--- src/rtl/systolic_array_ws.sv ---
// Weight-stationary systolic MAC array with built-in load/stream control.
// Weights are shifted in row by row from the top; activation vectors are skewed on entry,
// flow right through the PE grid while partial sums flow down, and the bottom-row sums are
// deskewed so every column of one result vector leaves in the same cycle.
module systolic_array_ws #(
    parameter int DATA_W = 8,
    parameter int ACC_W  = 32,
    parameter int ROWS   = 4,
    parameter int COLS   = 4
) (
    input  logic                   clk,
    input  logic                   rst,
    input  logic                   w_valid,
    input  logic [COLS*DATA_W-1:0] w_data,
    output logic                   w_ready,
    input  logic                   act_valid,
    input  logic [ROWS*DATA_W-1:0] act_data,
    output logic                   act_ready,
    output logic                   out_valid,
    output logic [COLS*ACC_W-1:0]  out_sum,
    output logic                   busy
);

    // Total latency from accept to out_valid; the valid pipe is LAT-1 deep, the
    // output register supplies the last stage.
    localparam int LAT    = ROWS + COLS;
    localparam int CNT_W  = $clog2(LAT + 1);
    localparam int WCNT_W = (ROWS > 1) ? $clog2(ROWS) : 1;
    localparam int PROD_W = 2 * DATA_W;

    typedef enum logic [1:0] {StIdle, StLoad, StReady} state_e;

    state_e              state_q, state_d;
    logic [WCNT_W-1:0]   wcnt_q, wcnt_d;
    logic [CNT_W-1:0]    inflight_q, inflight_d;
    logic [LAT-2:0]      vld_q, vld_d;
    logic                out_valid_q, out_valid_d;
    logic [COLS*ACC_W-1:0] out_sum_q, out_sum_d;

    logic                w_accept;
    logic                act_accept;

    // Stationary weights, PE activation pipes and PE partial-sum registers
    logic signed [DATA_W-1:0] w_q [ROWS][COLS];
    logic signed [DATA_W-1:0] w_d [ROWS][COLS];
    logic signed [DATA_W-1:0] a_q [ROWS][COLS-1];
    logic signed [DATA_W-1:0] a_d [ROWS][COLS-1];
    logic signed [ACC_W-1:0]  p_q [ROWS][COLS];
    logic signed [ACC_W-1:0]  p_d [ROWS][COLS];

    logic signed [DATA_W-1:0] a_in [ROWS][COLS];
    logic signed [ACC_W-1:0]  p_in [ROWS][COLS];
    logic        [PROD_W-1:0] prod [ROWS][COLS];

    logic [ROWS*DATA_W-1:0] act_in;   // accepted vector, zero on idle cycles
    logic [ROWS*DATA_W-1:0] sk_out;   // skewed activations entering column 0
    logic [COLS*ACC_W-1:0]  ds_out;   // deskewed bottom-row sums, aligned

    // ------------------------------------------------------------------
    // Control FSM
    // ------------------------------------------------------------------

    // State register: FSM state and weight-beat counter
    always_ff @(posedge clk) begin
        if (rst) begin
            state_q <= StIdle;
            wcnt_q  <= '0;
        end else begin
            state_q <= state_d;
            wcnt_q  <= wcnt_d;
        end
    end

    // Next state: every accepted beat advances the load; the ROWS-th beat completes it
    always_comb begin
        state_d = state_q;
        wcnt_d  = wcnt_q;
        if (w_accept) begin
            if (wcnt_q == WCNT_W'(ROWS - 1)) begin
                wcnt_d  = '0;
                state_d = StReady;
            end else begin
                wcnt_d  = wcnt_q + WCNT_W'(1);
                state_d = StLoad;
            end
        end
    end

    // Outputs: a reload in READY waits for the array to drain and yields to activations
    always_comb begin
        w_ready   = 1'b1;
        act_ready = 1'b0;
        unique case (state_q)
            StIdle:  w_ready = 1'b1;
            StLoad:  w_ready = 1'b1;
            StReady: begin
                w_ready   = (inflight_q == '0) && !act_valid;
                act_ready = 1'b1;
            end
            default: w_ready = 1'b1;
        endcase
        busy       = (state_q == StLoad) || (inflight_q != '0);
        w_accept   = w_valid && w_ready;
        act_accept = act_valid && act_ready;
    end

    // ------------------------------------------------------------------
    // Valid tracking and output register
    // ------------------------------------------------------------------

    // Next state for the valid pipe, in-flight count and output register
    always_comb begin
        vld_d       = {vld_q[LAT-3:0], act_accept};
        out_valid_d = vld_q[LAT-2];
        out_sum_d   = out_valid_d ? ds_out : out_sum_q;
        inflight_d  = inflight_q;
        if (act_accept && !out_valid_q) begin
            inflight_d = inflight_q + CNT_W'(1);
        end else if (!act_accept && out_valid_q) begin
            inflight_d = inflight_q - CNT_W'(1);
        end
    end

    // Valid pipe, in-flight counter and held output vector
    always_ff @(posedge clk) begin
        if (rst) begin
            vld_q       <= '0;
            out_valid_q <= 1'b0;
            out_sum_q   <= '0;
            inflight_q  <= '0;
        end else begin
            vld_q       <= vld_d;
            out_valid_q <= out_valid_d;
            out_sum_q   <= out_sum_d;
            inflight_q  <= inflight_d;
        end
    end

    assign out_valid = out_valid_q;
    assign out_sum   = out_sum_q;

    // ------------------------------------------------------------------
    // Weight shift register
    // ------------------------------------------------------------------

    // Weights move only on accepted beats: new row enters at the top, rest shift down
    always_comb begin
        w_d = w_q;
        if (w_accept) begin
            for (int c = 0; c < COLS; c++) begin
                w_d[0][c] = w_data[c*DATA_W +: DATA_W];
            end
            for (int r = 1; r < ROWS; r++) begin
                w_d[r] = w_q[r-1];
            end
        end
    end

    // Weight storage
    always_ff @(posedge clk) begin
        if (rst) begin
            for (int r = 0; r < ROWS; r++) begin
                for (int c = 0; c < COLS; c++) begin
                    w_q[r][c] <= '0;
                end
            end
        end else begin
            w_q <= w_d;
        end
    end

    // ------------------------------------------------------------------
    // Input skew: row r is delayed r cycles before reaching column 0
    // ------------------------------------------------------------------

    assign act_in                = act_accept ? act_data : '0;
    assign sk_out[DATA_W-1:0]    = act_in[DATA_W-1:0];

    for (genvar r = 1; r < ROWS; r++) begin : g_skew
        logic [DATA_W-1:0] sk_q [r];
        logic [DATA_W-1:0] sk_d [r];

        // Delay line for row r
        always_comb begin
            sk_d[0] = act_in[r*DATA_W +: DATA_W];
            for (int k = 1; k < r; k++) begin
                sk_d[k] = sk_q[k-1];
            end
        end

        // Skew storage for row r
        always_ff @(posedge clk) begin
            if (rst) begin
                for (int k = 0; k < r; k++) begin
                    sk_q[k] <= '0;
                end
            end else begin
                sk_q <= sk_d;
            end
        end

        assign sk_out[r*DATA_W +: DATA_W] = sk_q[r-1];
    end

    // ------------------------------------------------------------------
    // PE grid
    // ------------------------------------------------------------------

    // PE datapath: activations step right, partial sums step down, each PE adds a*w
    always_comb begin
        for (int r = 0; r < ROWS; r++) begin
            a_in[r][0] = sk_out[r*DATA_W +: DATA_W];
            for (int c = 1; c < COLS; c++) begin
                a_in[r][c] = a_q[r][c-1];
            end
        end
        for (int c = 0; c < COLS; c++) begin
            p_in[0][c] = '0;
            for (int r = 1; r < ROWS; r++) begin
                p_in[r][c] = p_q[r-1][c];
            end
        end
        for (int r = 0; r < ROWS; r++) begin
            for (int c = 0; c < COLS; c++) begin
                // Operands sign-extended to product width so the low bits are the signed product
                prod[r][c] = {{DATA_W{a_in[r][c][DATA_W-1]}}, a_in[r][c]}
                           * {{DATA_W{w_q[r][c][DATA_W-1]}}, w_q[r][c]};
                p_d[r][c]  = p_in[r][c]
                           + {{(ACC_W-PROD_W){prod[r][c][PROD_W-1]}}, prod[r][c]};
            end
        end
        for (int r = 0; r < ROWS; r++) begin
            for (int c = 0; c < COLS - 1; c++) begin
                a_d[r][c] = a_in[r][c];
            end
        end
    end

    // PE registers
    always_ff @(posedge clk) begin
        if (rst) begin
            for (int r = 0; r < ROWS; r++) begin
                for (int c = 0; c < COLS; c++) begin
                    p_q[r][c] <= '0;
                end
                for (int c = 0; c < COLS - 1; c++) begin
                    a_q[r][c] <= '0;
                end
            end
        end else begin
            p_q <= p_d;
            a_q <= a_d;
        end
    end

    // ------------------------------------------------------------------
    // Output deskew: column c waits COLS-1-c cycles so all columns line up
    // ------------------------------------------------------------------

    for (genvar c = 0; c < COLS; c++) begin : g_deskew
        localparam int DEPTH = COLS - 1 - c;
        if (DEPTH == 0) begin : g_direct
            assign ds_out[c*ACC_W +: ACC_W] = p_q[ROWS-1][c];
        end else begin : g_chain
            logic [ACC_W-1:0] ds_q [DEPTH];
            logic [ACC_W-1:0] ds_d [DEPTH];

            // Delay line for column c
            always_comb begin
                ds_d[0] = p_q[ROWS-1][c];
                for (int k = 1; k < DEPTH; k++) begin
                    ds_d[k] = ds_q[k-1];
                end
            end

            // Deskew storage for column c
            always_ff @(posedge clk) begin
                if (rst) begin
                    for (int k = 0; k < DEPTH; k++) begin
                        ds_q[k] <= '0;
                    end
                end else begin
                    ds_q <= ds_d;
                end
            end

            assign ds_out[c*ACC_W +: ACC_W] = ds_q[DEPTH-1];
        end
    end

endmodule
--- config.mk ---
export PLATFORM = sky130hd
export DESIGN_NAME = systolic_array_ws
export DESIGN_NICKNAME = d
export VERILOG_FILES = /design/src/rtl/systolic_array_ws.sv
export SDC_FILE = /design/constraint.sdc
export NUM_CORES = 2
export LEC_CHECK = 0
export ABC_AREA = 1
export CAP_MARGIN = 20
export CORE_MARGIN = 8
export CORE_UTILIZATION = 50
export CTS_CLUSTER_SIZE = 28
export DETAILED_ROUTE_END_ITERATION = 6
export PLACE_DENSITY = 0.76
export SLEW_MARGIN = 20
export SYNTH_ARGS = -nofsm -noshare
export SYNTH_HDL_FRONTEND = slang
export SYNTH_SLANG_ARGS = --single-unit
--- constraint.sdc ---
create_clock -name clk -period 6.6 [get_ports clk]
set_input_delay 1.32 -clock clk [delete_from_list [all_inputs] [get_ports clk]]
set_output_delay 1.32 -clock clk [all_outputs]
set_load 0.02 [all_outputs]
* Word level (Yosys, flattened, before mapping)
Index checks and enable logic that the tools add are counted.
** Cells by class
- Reductions and logical operators :: 13
- Bitwise gates (word level) :: 1
- Equality and inequality tests :: 3
- Add/sub/neg operators :: 15
- Muxes and demuxes :: 7
- Multipliers :: 16
** Operators by type and width (number)
- $add A32 B32 Y32 :: 8
- $mul A8 B8 Y16 :: 16
- $add A16 B16 Y17 :: 4
- $mux W4 :: 2
- $mux W8 :: 1
- $logic_and A1 B1 Y1 :: 5
- $add A4 B1 Y4 const B :: 1
- $eq A2 B2 Y1 const B :: 2
- $logic_not A4 Y1 :: 1
- $mux W2 :: 2
- $reduce_bool A4 Y1 :: 1
- $sub A4 B1 Y4 const B :: 1
- $logic_not A1 Y1 :: 3
- $add A2 B1 Y2 const B :: 1
- $eq A2 B1 Y1 const B :: 1
- $mux W1 :: 2
- $reduce_bool A2 Y1 :: 1
- $reduce_or A2 Y1 :: 1
- $logic_or A1 B1 Y1 :: 1
- $not A1 Y1 :: 1
** Storage, ports and cells
- Register bits after elaboration :: 1056
- Output and inout port bits :: 132
- Logic and storage cells :: 117

* Longest topological paths before layout
- Depth after elaboration :: 7
- Depth in mapped cells :: 34
- Gate-level depth less buffers :: 33

* Worst setup path after synthesis
OpenSTA, ideal clock, no wires.
- Path type :: register to register
- Start point :: register w_q[18] (netlist name)
- End point :: register p_q (netlist bit g_deskew[1].g_chain.ds_d[53])
- Buffers on the path :: 1
- Setup slack :: 1.042 ns
- Arrival :: 5.445 ns
- Clock period less this slack :: 5.558 ns
- Cell stages (with the launch flop) :: 28
- Data required time :: 6.487 ns
- Cells stage by stage :: dfxtp_1 -> clkbuf_1 -> nand2_1 -> fa_1 -> inv_1 -> fa_1 -> inv_1 -> fa_1 -> inv_1 -> fa_1 -> ha_1 -> nand2_1 -> nor2_1 -> nand3_1 -> nand3_1 -> inv_1 -> nand3_1 -> nand2_1 -> ha_1 -> nand2_1 -> nor2_1 -> inv_1 -> nor2_1 -> inv_1 -> o31ai_1 -> nand2_1 -> nand2_1 -> nor2_1
** On the way
- Cells in the longest elaborated chain, start to end :: 2
** RTL lines
- start: declaration :: RTL line 44 : logic signed [DATA_W-1:0] w_q [ROWS][COLS];
- start signal: assignment :: RTL line 168 : w_q <= w_d;
- $mul A8 B8 Y16 :: RTL line 227 : * {{DATA_W{w_q[r][c][DATA_W-1]}}, w_q[r][c]};
- $add A32 B32 Y32 :: RTL line 229 : + {{(ACC_W-PROD_W){prod[r][c][PROD_W-1]}}, prod[r][c]};
- end signal: assignment :: RTL line 251 : p_q <= p_d;
- end: declaration :: RTL line 48 : logic signed [ACC_W-1:0] p_q [ROWS][COLS];
No other way between the ends.
A chain may end at the register's enable or synchronous reset.

* Worst setup path after layout
- Start point :: register a_q (netlist bit a_d[15])
- End point :: register p_q (netlist bit g_deskew[1].g_chain.ds_d[53])
** On the way
- Cells in the longest elaborated chain, start to end :: 2
** RTL lines
- start: declaration :: RTL line 46 : logic signed [DATA_W-1:0] a_q [ROWS][COLS-1];
- start signal: indexed assignment :: RTL line 247 : a_q[r][c] <= '0;
- start signal: assignment :: RTL line 252 : a_q <= a_d;
- $mul A8 B8 Y16 :: RTL line 227
- $add A32 B32 Y32 :: RTL line 229
No other way between the ends.

==> impl_metrics.env <==
export IMPL_p_clk_share_pct=44.1
export IMPL_finClkSkew_ns=0.0626
export IMPL_syn_avg_cell_area_um2=7.60
export IMPL_slowest_delay_ns=0.73
export IMPL_drt_pass1_iter_count=6
export IMPL_ys_seq_elements=996
export IMPL_rows=150
export IMPL_postRouteAntennaNets=0
export IMPL_wl_per_cell_um=14.6
export IMPL_min_to="vld_q[3]$_SDFF_PP0_"
export IMPL_io_pins=200
export IMPL_area_delta_synth_final_pct=8.84
export IMPL_min_from="vld_q[2]$_SDFF_PP0_"
export IMPL_end_kind="register"
export IMPL_use_met3_pct=2.94
export IMPL_synth_fa_ha_area_share_pct=34.0
export IMPL_die_height_um=425
export IMPL_reg2reg_slack_ns=0.49
export IMPL_track_usage_pct=21.3
export IMPL_setup_viol=0
export IMPL_gp_congestion=0.920
export IMPL_via_count=65618
export IMPL_r2r_end="g_deskew[1].g_chain.ds_d[53]$_SDFF_PP0_"
export IMPL_maxClockFrequency_mhz=164
export IMPL_grt_overflow=0
export IMPL_p_int_mw=10.9
export IMPL_cp_slowest_cell="fa_1"
export IMPL_synth_compound_area_share_pct=9.52
export IMPL_timing_rr_start="a_d[15]$_SDFF_PP0_"
export IMPL_max_slew_margin_pct=35.0
export IMPL_ys_seq_area_share_pct=23.9
export IMPL_synth_xor_area_share_pct=1.60
export IMPL_htreeDepth=3
export IMPL_cap_violations=0
export IMPL_cts_root_buf="clkbuf_16"
export IMPL_vias_per_cell=4.97
export IMPL_cp_data_arrival_time_ns=6.76
export IMPL_antenna_found_initial=1
export IMPL_path_common_cell="inv_1"
export IMPL_cts_tree="done"
export IMPL_die_w_um=425
export IMPL_min_period_ns=6.11
export IMPL_worstSetupPathType="reg -> reg"
export IMPL_nets=12671
export IMPL_start_kind="register"
export IMPL_yosys_warnings=0
export IMPL_hold_depth=2
export IMPL_drv_slew=0
export IMPL_num_antenna_cells=0
export IMPL_drc=0
export IMPL_gr_usage_met1_pct=29.4
export IMPL_dp_hpwl_mm=155
export IMPL_tns_ns=0
export IMPL_power_switching_mw=4.15
export IMPL_synth_top_family_by_area="adder cells"
export IMPL_mostFrequentLayoutCell="inv_1"
export IMPL_met2_usage_pct=35.4
export IMPL_first_global_vias=66160
export IMPL_cp_required_ns=7.25
export IMPL_synthFlopType="dfxtp_1"
export IMPL_swShare_pct=27.6
export IMPL_wirelength_mm=193
export IMPL_period_share_pct=92.5
export IMPL_syn_area_mm2=0.0836
export IMPL_start_util_pct=50.1
export IMPL_synth_distinct_cells=57
export IMPL_clkTransAtPathRegs_ns=0.07
export IMPL_clkSinkCount=996
export IMPL_tightest_slew_ns=0.975
export IMPL_synthSimpleGateAreaFrac_pct=16.7
export IMPL_status="finished clean"
export IMPL_hold_buffers=0
export IMPL_n_fill_cell=15384
export IMPL_utilization_pct=54.6
export IMPL_rsz0062_at_grt="yes"
export IMPL_dp_cells=13012
export IMPL_combPwrFrac_pct=12.3
export IMPL_clkLatencyLatePin_ns=0.77
export IMPL_grt_pass1_wl_mm=324
export IMPL_synthCells=10990
export IMPL_port_buffer_count=199
export IMPL_power_frac_seq_pct=43.6
export IMPL_p_leak_nw=48.7
export IMPL_coreArea_mm2=0.167
export IMPL_drive_gt1_share_pct=3.04
export IMPL_ff2ff_path_depth=26
export IMPL_synthArstFlopShare_pct=0
export IMPL_fin_cells=13216
export IMPL_numCtsBuffers=108
export IMPL_drt_iter0_markers=4187
export IMPL_grt_max_degree=154
export IMPL_cts_buffer_depth=3
export IMPL_top_usage_layer="met2"
export IMPL_hp_class="reg -> reg"
export IMPL_path_max_fanout=16
export IMPL_synth_edff_count=0
export IMPL_muxShareOfSynthArea_pct=0
export IMPL_syn_num_nets=12743
export IMPL_p_per_area_mw_per_mm2=165
export IMPL_hold_viol=0
export IMPL_ir_drop_mv=0.222
export IMPL_mostFrequentLayoutCells="inv_1, nand2_1, nor2_1"
export IMPL_dieArea_mm2=0.180
power groups by stage:
stage | Combinational, mW | Clock [mW] | Sequential, mW
6_report | 1.84 | 6.62 | 6.55
5_1_grt | 2.11 | 7.04 | 6.58
4_1_cts | 1.83 | 6.78 | 6.55
3_5_place_dp | 1.82 | 0 | 6.68
3_3_place_gp | 1.78 | 0 | 6.67
2_1_floorplan | 1.44 | 0 | 6.48
how the worst max path moves through the flow:
| stage | startpoint | end | slack [ns] | cells past startpoint |
|---|---|---|---|---|
| 2_1_floorplan | w_q[18]$_SDFFE_PP0P_ | g_deskew[1].g_chain.ds_d[53]$_SDFF_PP0_ | 1.04 | 27 |
| 6_report | a_d[15]$_SDFF_PP0_ | g_deskew[1].g_chain.ds_d[53]$_SDFF_PP0_ | 0.49 | 26 |
| 5_1_grt | a_d[15]$_SDFF_PP0_ | g_deskew[1].g_chain.ds_d[53]$_SDFF_PP0_ | -0.03 | 26 |
| 3_5_place_dp | a_d[15]$_SDFF_PP0_ | g_deskew[1].g_chain.ds_d[53]$_SDFF_PP0_ | 0.28 | 26 |
| 4_1_cts | a_d[15]$_SDFF_PP0_ | g_deskew[1].g_chain.ds_d[53]$_SDFF_PP0_ | 0.31 | 26 |
| 3_3_place_gp | act_valid | p_in[366]$_SDFF_PP0_ | 0.40 | 18 |
metal layers:
layer	vias to the layer above	wire length [µm]
li1	32588	-
met1	31009	89400
met2	1710	88300
met3	311	11100
met4	0	4280
met5	-	0
cells by family after synthesis:
logic type / count (synthesis)
AND/OR/NAND/NOR: 3510
XOR/XNOR: 153
buffers and inverters: 3172
adder cells (fa/ha/maj): 1685
AO/OA/AOI/OAI: 1474
flip-flops: 996
worst max-delay path: cells and delay by family (launching register included):
family	cells	cell delay, ns
and+or+nand+nor	13	1.67
adders and majority gates	6	3.03
AOI/OAI and AO/OA	1	0.35
DFF	1	0.48
buffers and inverters	6	0.48
cell type report:
type | count | area, µm² | area share, %
well taps | 2204 | 2760 | 3.03
flip-flops and latches | 996 | 19900 | 21.9
clock inverters | 69 | 1010 | 1.11
clock buffers | 135 | 2990 | 3.28
inverters | 2767 | 10400 | 11.4
repair buffers | 223 | 2190 | 2.41
multi-input cells | 6822 | 51700 | 56.8
state kept, by name, indices dropped and copies added, names as in the netlist:
register,cells
out_sum,128
g_deskew.g_chain.ds_q,32
state_q,2
out_valid,1
ds_out,96
g_skew.sk_d,24
a_in,32
vld_q,7
g_skew.sk_q,8
a_d,80
p_in,260
w_q,128
inflight_q,4
wcnt_q,2
g_deskew.g_chain.ds_d,192
repair_timing:
item | in CTS | in global routing
buffers inserted | 0 | 0
setup endpoints to repair | 0 | 35
resized for setup | 0 | 6
endpoints found under the hold margin | 0 | 0
cell usage after synthesis (23+ instances only):
library cell / count / area share, %
or2_2: 23 / 0.17
o21ai_1: 32 / 0.19
a21o_1: 35 / 0.31
ha_1: 712 / 11
fa_1: 973 / 23
clkbuf_1: 368 / 1.7
o21bai_1: 36 / 0.32
nand4_1: 36 / 0.27
inv_1: 2757 / 12
xnor2_1: 78 / 0.82
xor2_1: 75 / 0.79
a21oi_1: 661 / 4.0
dfxtp_1: 996 / 24
o21ai_0: 580 / 3.5
nand3_1: 225 / 1.3
nor3_1: 41 / 0.25
nand2_1: 1765 / 7.9
nor2_1: 1344 / 6.0
o21a_1: 40 / 0.36
metrics by stage:
step                      setup WS [ns]  hold WS (ns)  area [µm²]  total power, mW
after floorplan                    1.04         0.388       83600             7.93
after global placement            0.400         0.391       86900             8.45
after detailed placement          0.284         0.392       86900             8.49
after CTS                         0.310         0.358       90900             15.2
after global routing            -0.0288         0.394       90900             15.7
final                             0.493         0.364       90900             15.0
Power figures use the tool's default switching activity.
